### src/rtl/microwave_controller.sv
// Microwave sequencing FSM: keypad capture into the timer, start/pause/clear, door gating, timed beep.
// Registered state/strobes (1-cycle latency); mag_on and timer_enable are combinational on door/clear.
module microwave_controller #(
  parameter int unsigned BEEP_SECS = 3
) (
  input  logic       CLK,
  input  logic       clear,
  input  logic       sec_tick,
  input  logic       key_valid,
  input  logic [3:0] key_digit,
  input  logic       start,
  input  logic       stop_clear,
  input  logic       door_closed,
  input  logic       timer_done,
  output logic [3:0] timer_digit,
  output logic       timer_loadn,
  output logic       timer_clearn,
  output logic       timer_enable,
  output logic       mag_on,
  output logic       beep,
  output logic [2:0] state
);

  typedef enum logic [2:0] {
    S_IDLE    = 3'd0,
    S_ENTRY   = 3'd1,
    S_COOKING = 3'd2,
    S_PAUSED  = 3'd3,
    S_DONE    = 3'd4
  } state_t;

  localparam logic [3:0] BEEP_LAST = 4'(BEEP_SECS);

  state_t     state_q, state_d;
  logic [1:0] count_q, count_d;
  logic [3:0] beep_cnt_q, beep_cnt_d;
  logic [3:0] digit_q, digit_d;
  logic       loadn_q, loadn_d;
  logic       clearn_q, clearn_d;
  logic       beep_q;
  logic       key_ok;

  assign key_ok = key_valid && (key_digit <= 4'd9) && (count_q != 2'd3);

  always_comb begin
    state_d    = state_q;
    count_d    = count_q;
    beep_cnt_d = beep_cnt_q;
    digit_d    = digit_q;
    loadn_d    = 1'b1;
    clearn_d   = 1'b1;
    case (state_q)
      S_IDLE, S_ENTRY: begin
        if (stop_clear) begin
          clearn_d = 1'b0;
          state_d  = S_IDLE;
          count_d  = 2'd0;
        end else if (start) begin
          if (state_q == S_ENTRY && door_closed && !timer_done) state_d = S_COOKING;
        end else if (key_ok) begin
          digit_d = key_digit;
          loadn_d = 1'b0;
          count_d = count_q + 2'd1;
          state_d = S_ENTRY;
        end
      end
      S_COOKING: begin
        if (!door_closed || stop_clear) state_d = S_PAUSED;
        else if (timer_done)            state_d = S_DONE;
      end
      S_PAUSED: begin
        if (stop_clear) begin
          clearn_d = 1'b0;
          state_d  = S_IDLE;
          count_d  = 2'd0;
        end else if (start && door_closed) begin
          state_d = S_COOKING;
        end
      end
      S_DONE: begin
        if (start || stop_clear || !door_closed) begin
          state_d = S_IDLE;
          count_d = 2'd0;
        end else if (sec_tick) begin
          beep_cnt_d = beep_cnt_q + 4'd1;
          if (beep_cnt_d == BEEP_LAST) begin
            state_d = S_IDLE;
            count_d = 2'd0;
          end
        end
      end
      default: begin
        state_d = S_IDLE;
        count_d = 2'd0;
      end
    endcase
    // Beep counter only lives in DONE, so every entry starts from zero.
    if (state_d != S_DONE) beep_cnt_d = 4'd0;
  end

  always_ff @(posedge CLK) begin
    if (clear) begin
      state_q    <= S_IDLE;
      count_q    <= 2'd0;
      beep_cnt_q <= 4'd0;
      digit_q    <= 4'd0;
      loadn_q    <= 1'b1;
      clearn_q   <= 1'b0;
      beep_q     <= 1'b0;
    end else begin
      state_q    <= state_d;
      count_q    <= count_d;
      beep_cnt_q <= beep_cnt_d;
      digit_q    <= digit_d;
      loadn_q    <= loadn_d;
      clearn_q   <= clearn_d;
      beep_q     <= (state_d == S_DONE);
    end
  end

  // Gated by clear so a reset mid-cook cuts the magnetron without waiting for the edge.
  assign mag_on       = (state_q == S_COOKING) && door_closed && !clear;
  assign timer_enable = mag_on && sec_tick && !timer_done;

  assign timer_digit  = digit_q;
  assign timer_loadn  = loadn_q;
  assign timer_clearn = clearn_q;
  assign beep         = beep_q;
  assign state        = state_q;

endmodule

### config.mk
export PLATFORM = sky130hd
export DESIGN_NAME = microwave_controller
export DESIGN_NICKNAME = d
export VERILOG_FILES = /design/src/rtl/microwave_controller.sv
export SDC_FILE = /design/constraint.sdc
export NUM_CORES = 1
export LEC_CHECK = 0
export BUFFER_PORTS_ARGS = -buffer_cell sky130_fd_sc_hd__buf_2
export CAP_MARGIN = 20
export CORE_UTILIZATION = 49
export DETAILED_ROUTE_END_ITERATION = 12
export PLACE_DENSITY = 0.72
export RECOVER_POWER = 100
export SYNTH_ARGS = -nofsm -noshare
export SYNTH_HDL_FRONTEND = slang
export SYNTH_SLANG_ARGS = --single-unit
### constraint.sdc
create_clock -name CLK -period 1.7 [get_ports CLK]
set_input_delay 0.34 -clock CLK [delete_from_list [all_inputs] [get_ports CLK]]
set_output_delay 0.34 -clock CLK [all_outputs]
set_load 0.05 [all_outputs]
# Word-level counts from Yosys, hierarchy flattened
# Index checks and enable logic that the tools add are counted.
[classes]
n_addsub = 2
n_lt_le_gt_ge = 1
eq_ne = 13
muxes = 23
n_bitwise = 5
reduce_logical = 23
[op_table]
columns = ["cell", "n"]
rows = [
  ["2-to-1 mux 3 bit", 11],
  ["inequality test 3 bit, second input constant", 5],
  ["2-to-1 mux 2 bit", 7],
  ["one-hot mux 3 bit (4 select lines)", 1],
  ["logical AND 1 bit", 9],
  ["one-hot mux 2 bit (4 select lines)", 1],
  ["equality test 3 x 2 -> 1 bit, second input constant", 2],
  ["equality test 3 bit, second input constant", 2],
  ["AND reduction 6 bit", 1],
  ["NOT 1 bit", 5],
  ["adder 4 x 1 -> 4 bit, second input constant", 1],
  ["equality test 4 x 2 -> 1 bit, second input constant", 1],
  ["less-or-equal comparator 4 bit, second input constant", 1],
  ["inequality test 2 bit, second input constant", 2],
  ["AND reduction 4 bit", 1],
  ["OR reduction 2 bit", 2],
  ["OR reduction 4 bit", 1],
  ["equality test 3 x 1 -> 1 bit, second input constant", 1],
  ["logical NOT 1 bit", 3],
  ["logical NOT 3 bit", 1],
  ["logical OR 1 bit", 3],
  ["2-to-1 mux 1 bit", 3],
  ["AND reduction 3 bit", 1],
  ["OR reduction 3 bit", 1],
  ["adder 2 x 1 -> 2 bit, second input constant", 1],
]
[totals]
ff_bits = 16
input_bits = 12
out_inout_bits = 12
wordCells = 74

# Longest topological paths before layout
[depth]
ltp_word = 9
mapped_depth = 5
depth_no_buf = 5

# Worst setup path after synthesis
# No wires, ideal clock.
[synth_timing]
kind = "register to output"
startpoint = "register state_q[1] (netlist: state[1])"
endpoint = "output port timer_enable"
arrival_time_ns = 2.649
required_ns = 1.360
slack_ns = -1.289
path_stages_with_launch = 3
n_path_buf = 0
path_cell_list = "dfxtp_1 nand4bb_1 nor4b_1"
[synth_via]
elab_chain_cells = 5
[synth_lines]
columns = ["element", "line", "text"]
rows = [
  ["start: declaration", "34", "state_t state_q, state_d;"],
  ["start signal: assignment", "111", "state_q <= state_d;"],
  ["equality test 3 x 2 -> 1 bit", "122", "assign mag_on = (state_q == S_COOKING) && door_closed && !clear;"],
  ["logical AND 1 bit (2 in a row)", "122", ""],
  ["logical AND 1 bit (2 in a row)", "123", "assign timer_enable = mag_on && sec_tick && !timer_done;"],
  ["end: declaration", "18", "output logic timer_enable,"],
]
# Every way passes these cells.

# Worst setup path after layout
[layout_timing]
startpoint = "register state_q[0] (netlist: state[0])"
endpoint = "output port timer_enable"
# Same word-level chain as after synthesis.

==> results.cfg <==
[clocking]
htreeDepth = 1
numCtsBuffers = 3
clk_latency_ns = 0.29
tritoncts = yes
cts_root_buffer = clkbuf_4
cts.sinks = 16
cts.clk_slew.worst_paths_ns = 0.10
clockBufferDepth = 2

[logic_synthesis]
synthTopCellsByArea = dfxtp_1, mux2i_1, ha_1
synth_top_area_cell = dfxtp_1
synth_top_area_share_pct = 38.3
yosysSeqAreaShare_pct = 38.3
postSynthAreaPerCell_um2 = 9.29
yosys_warnings = 0
syn_nets = 105
ys_seq_elements = 16
synth.distinct_cells = 34
synth_cells = 90
syn_area_um2 = 836

[critical_path]
r2r_setup_slack_ns = 0.09
ff2ff_path_depth = 4
crit_required_ns = 1.36
worst_r2r_endpoint = timer_loadn
crit_type = reg -> out
start_kind = flop
cp.arrival_ns = 1.33
cp-end-kind = primary output
critPathMaxFanout = 10
reg2reg_from = state[2]

[route]
first_pass_iters = 4
drcViolationCount = 0
avgRoutedWirePerCell_um = 11.9
postRouteAntennaNets = 0
vias = 758
first_iter_violations = 11
wirelength_um = 1610
via_per_inst = 5.61

[worst_hold_path]
holdCritPathClass = in -> reg
whs_path_depth = 3
hold_start = key_digit[0]
whs_endpoint = timer_digit[0]

[floorplanning]
initial_core_util_pct = 54.2
num_rows = 14
dieArea_um2 = 1870
die_w_um = 43.3
ios = 24
die_y_um = 43.3
core_um2 = 1540

[cells_and_area]
layout_common_cells = dfxtp_1, buf_2, clkbuf_1, nor2_1
nNetsFinal = 135
area_delta_synth_final_pct = 27.2
drive_above_1_share_pct = 29.4
design_area_um2 = 1060
fin_cells = 135
fillers = 140
insertedDiodeCount = 0

[grt]
grt_max_degree = 11
grt_pass1_vias = 632
grt.total_usage_pct = 19.1
grt_overflow = 0
grt_antenna_before_repair = 0
grt_pass1_wl_um = 2730

[sta]
grt_setup_unrepaired = true
max_slew_margin_pct = 60.4
whs_ns = 0.284
final.min_clock_period_ns = 1.67
finalCritPeriodShare_pct = 98.4
fin_skew_ns = 0.00410
fin_ws_ns = 0.0269
worstMarginPinSlew_ns = 0.597
report.final.slew_viol_count = 0
fmax_mhz = 598
setup_viol = 0
fin_setup_tns_ns = 0
hold_viol = 0

[placement]
dp_hpwl_um = 1250
dpl_cell_area_um2 = 1030
gp_congestion = 0.752
port_buffers = 23
preCtsSetupSlack_ns = 0.116
dpl.cell_count = 130

[power]
power_density_nw_per_um2 = 683
max-vdd-ir-drop_uv = 605
p_leak_uw = 0.000420

[status]
outcome = complete, no violations

[job]
drv_cap = 0
## worst max path at each step
| stage | startpoint | end | cells past startpoint |
|---|---|---|---|
| after floorplan | state[2] | timer_enable | 2 |
| after global placement | start | beep_cnt_q[3] | 5 |
| after detailed placement | beep_cnt_q[1] | count_q[1] | 5 |
| after CTS | state[0] | timer_enable | 3 |
| after global routing | state[0] | timer_enable | 3 |
| final | state[0] | timer_enable | 3 |
## registers in the layout (all words and copies together) (netlist names)
signal	flops
beep_cnt_q	4
timer_digit	4
count_q	2
state	3
timer_loadn	1
beep	1
timer_clearn	1
## logic make-up (layout without fill, tap and decap cells)
kind of cell | count (synthesis) | after routing | share of synthesized area [%]
mux | 6 | 6 | 7.19
simple gates | 42 | 42 | 32.0
fa+ha+maj | 3 | 3 | 4.49
flops | 16 | 16 | 38.3
compound gates | 16 | 16 | 13.0
xor+xnor | 3 | 3 | 3.14
buf+inv | 4 | 33 | 1.80
## layout make-up
type	instances	area, um^2	area share [%]
repair buffers	27	138	12.9
clock buffers	4	36.3	3.41
flip-flops and latches	16	333	31.3
inverters	2	7.51	0.706
well taps	16	20.0	1.88
multi-input cells	70	529	49.8
## synthesized netlist by cell type (all sizes together)
library cell  instances
o2111ai               1
nor2b                 2
and3                  2
o21ai                 6
xor2                  1
dfxtp                16
or3                   1
a31oi                 2
inv                   2
nor3b                 1
xnor2                 2
a221oi                1
nor4b                 3
nand3                 3
mux2i                 6
ha                    3
nand2b                6
nand4bb               1
nand2                 3
and4                  1
nor2                  9
and2                  1
a21oi                 3
a211oi                2
nor3                  3
a21boi                1
nand4                 3
or2                   2
nand3b                1
clkbuf                2
## critical path: stages (launching register included)
cell and delay, ns:
dfxtp_4 0.39, nand4bb_4 0.23, nor4b_4 0.24, buf_6 0.19
## layer usage
metal  vias up  wire (um)  track usage, %  part of all wire [%]
met2        24        679            28.7                    42
met1       344        837            27.1                    52
met4         0         15            7.27                  0.93
li1        387          -               -                     -
met5         -          0               0                     0
met3         3         76            3.83                   4.7
## timing repair
action,CTS,global route
buffers inserted,1,0
cloned,0,0
hold buffers,0,0
gates resized for setup,2,2
endpoints found under the setup margin,1,3
pin swaps,1,1
## where the power goes
group          internal, uW  leakage [uW]  switching, uW  total [uW]
combinational          34.0      0.000266           55.7        89.7
clock                   130     0.0000210            123         253
sequential              378      0.000133           5.37         383
## metrics by stage
step                      util, %  total power, uW
after floorplan                 -              447
after global placement       66.9              482
after detailed placement     66.9              483
after CTS                    70.1              735
after global routing         69.0              759
final                        69.0              726
(Power assumes the default switching activity.)
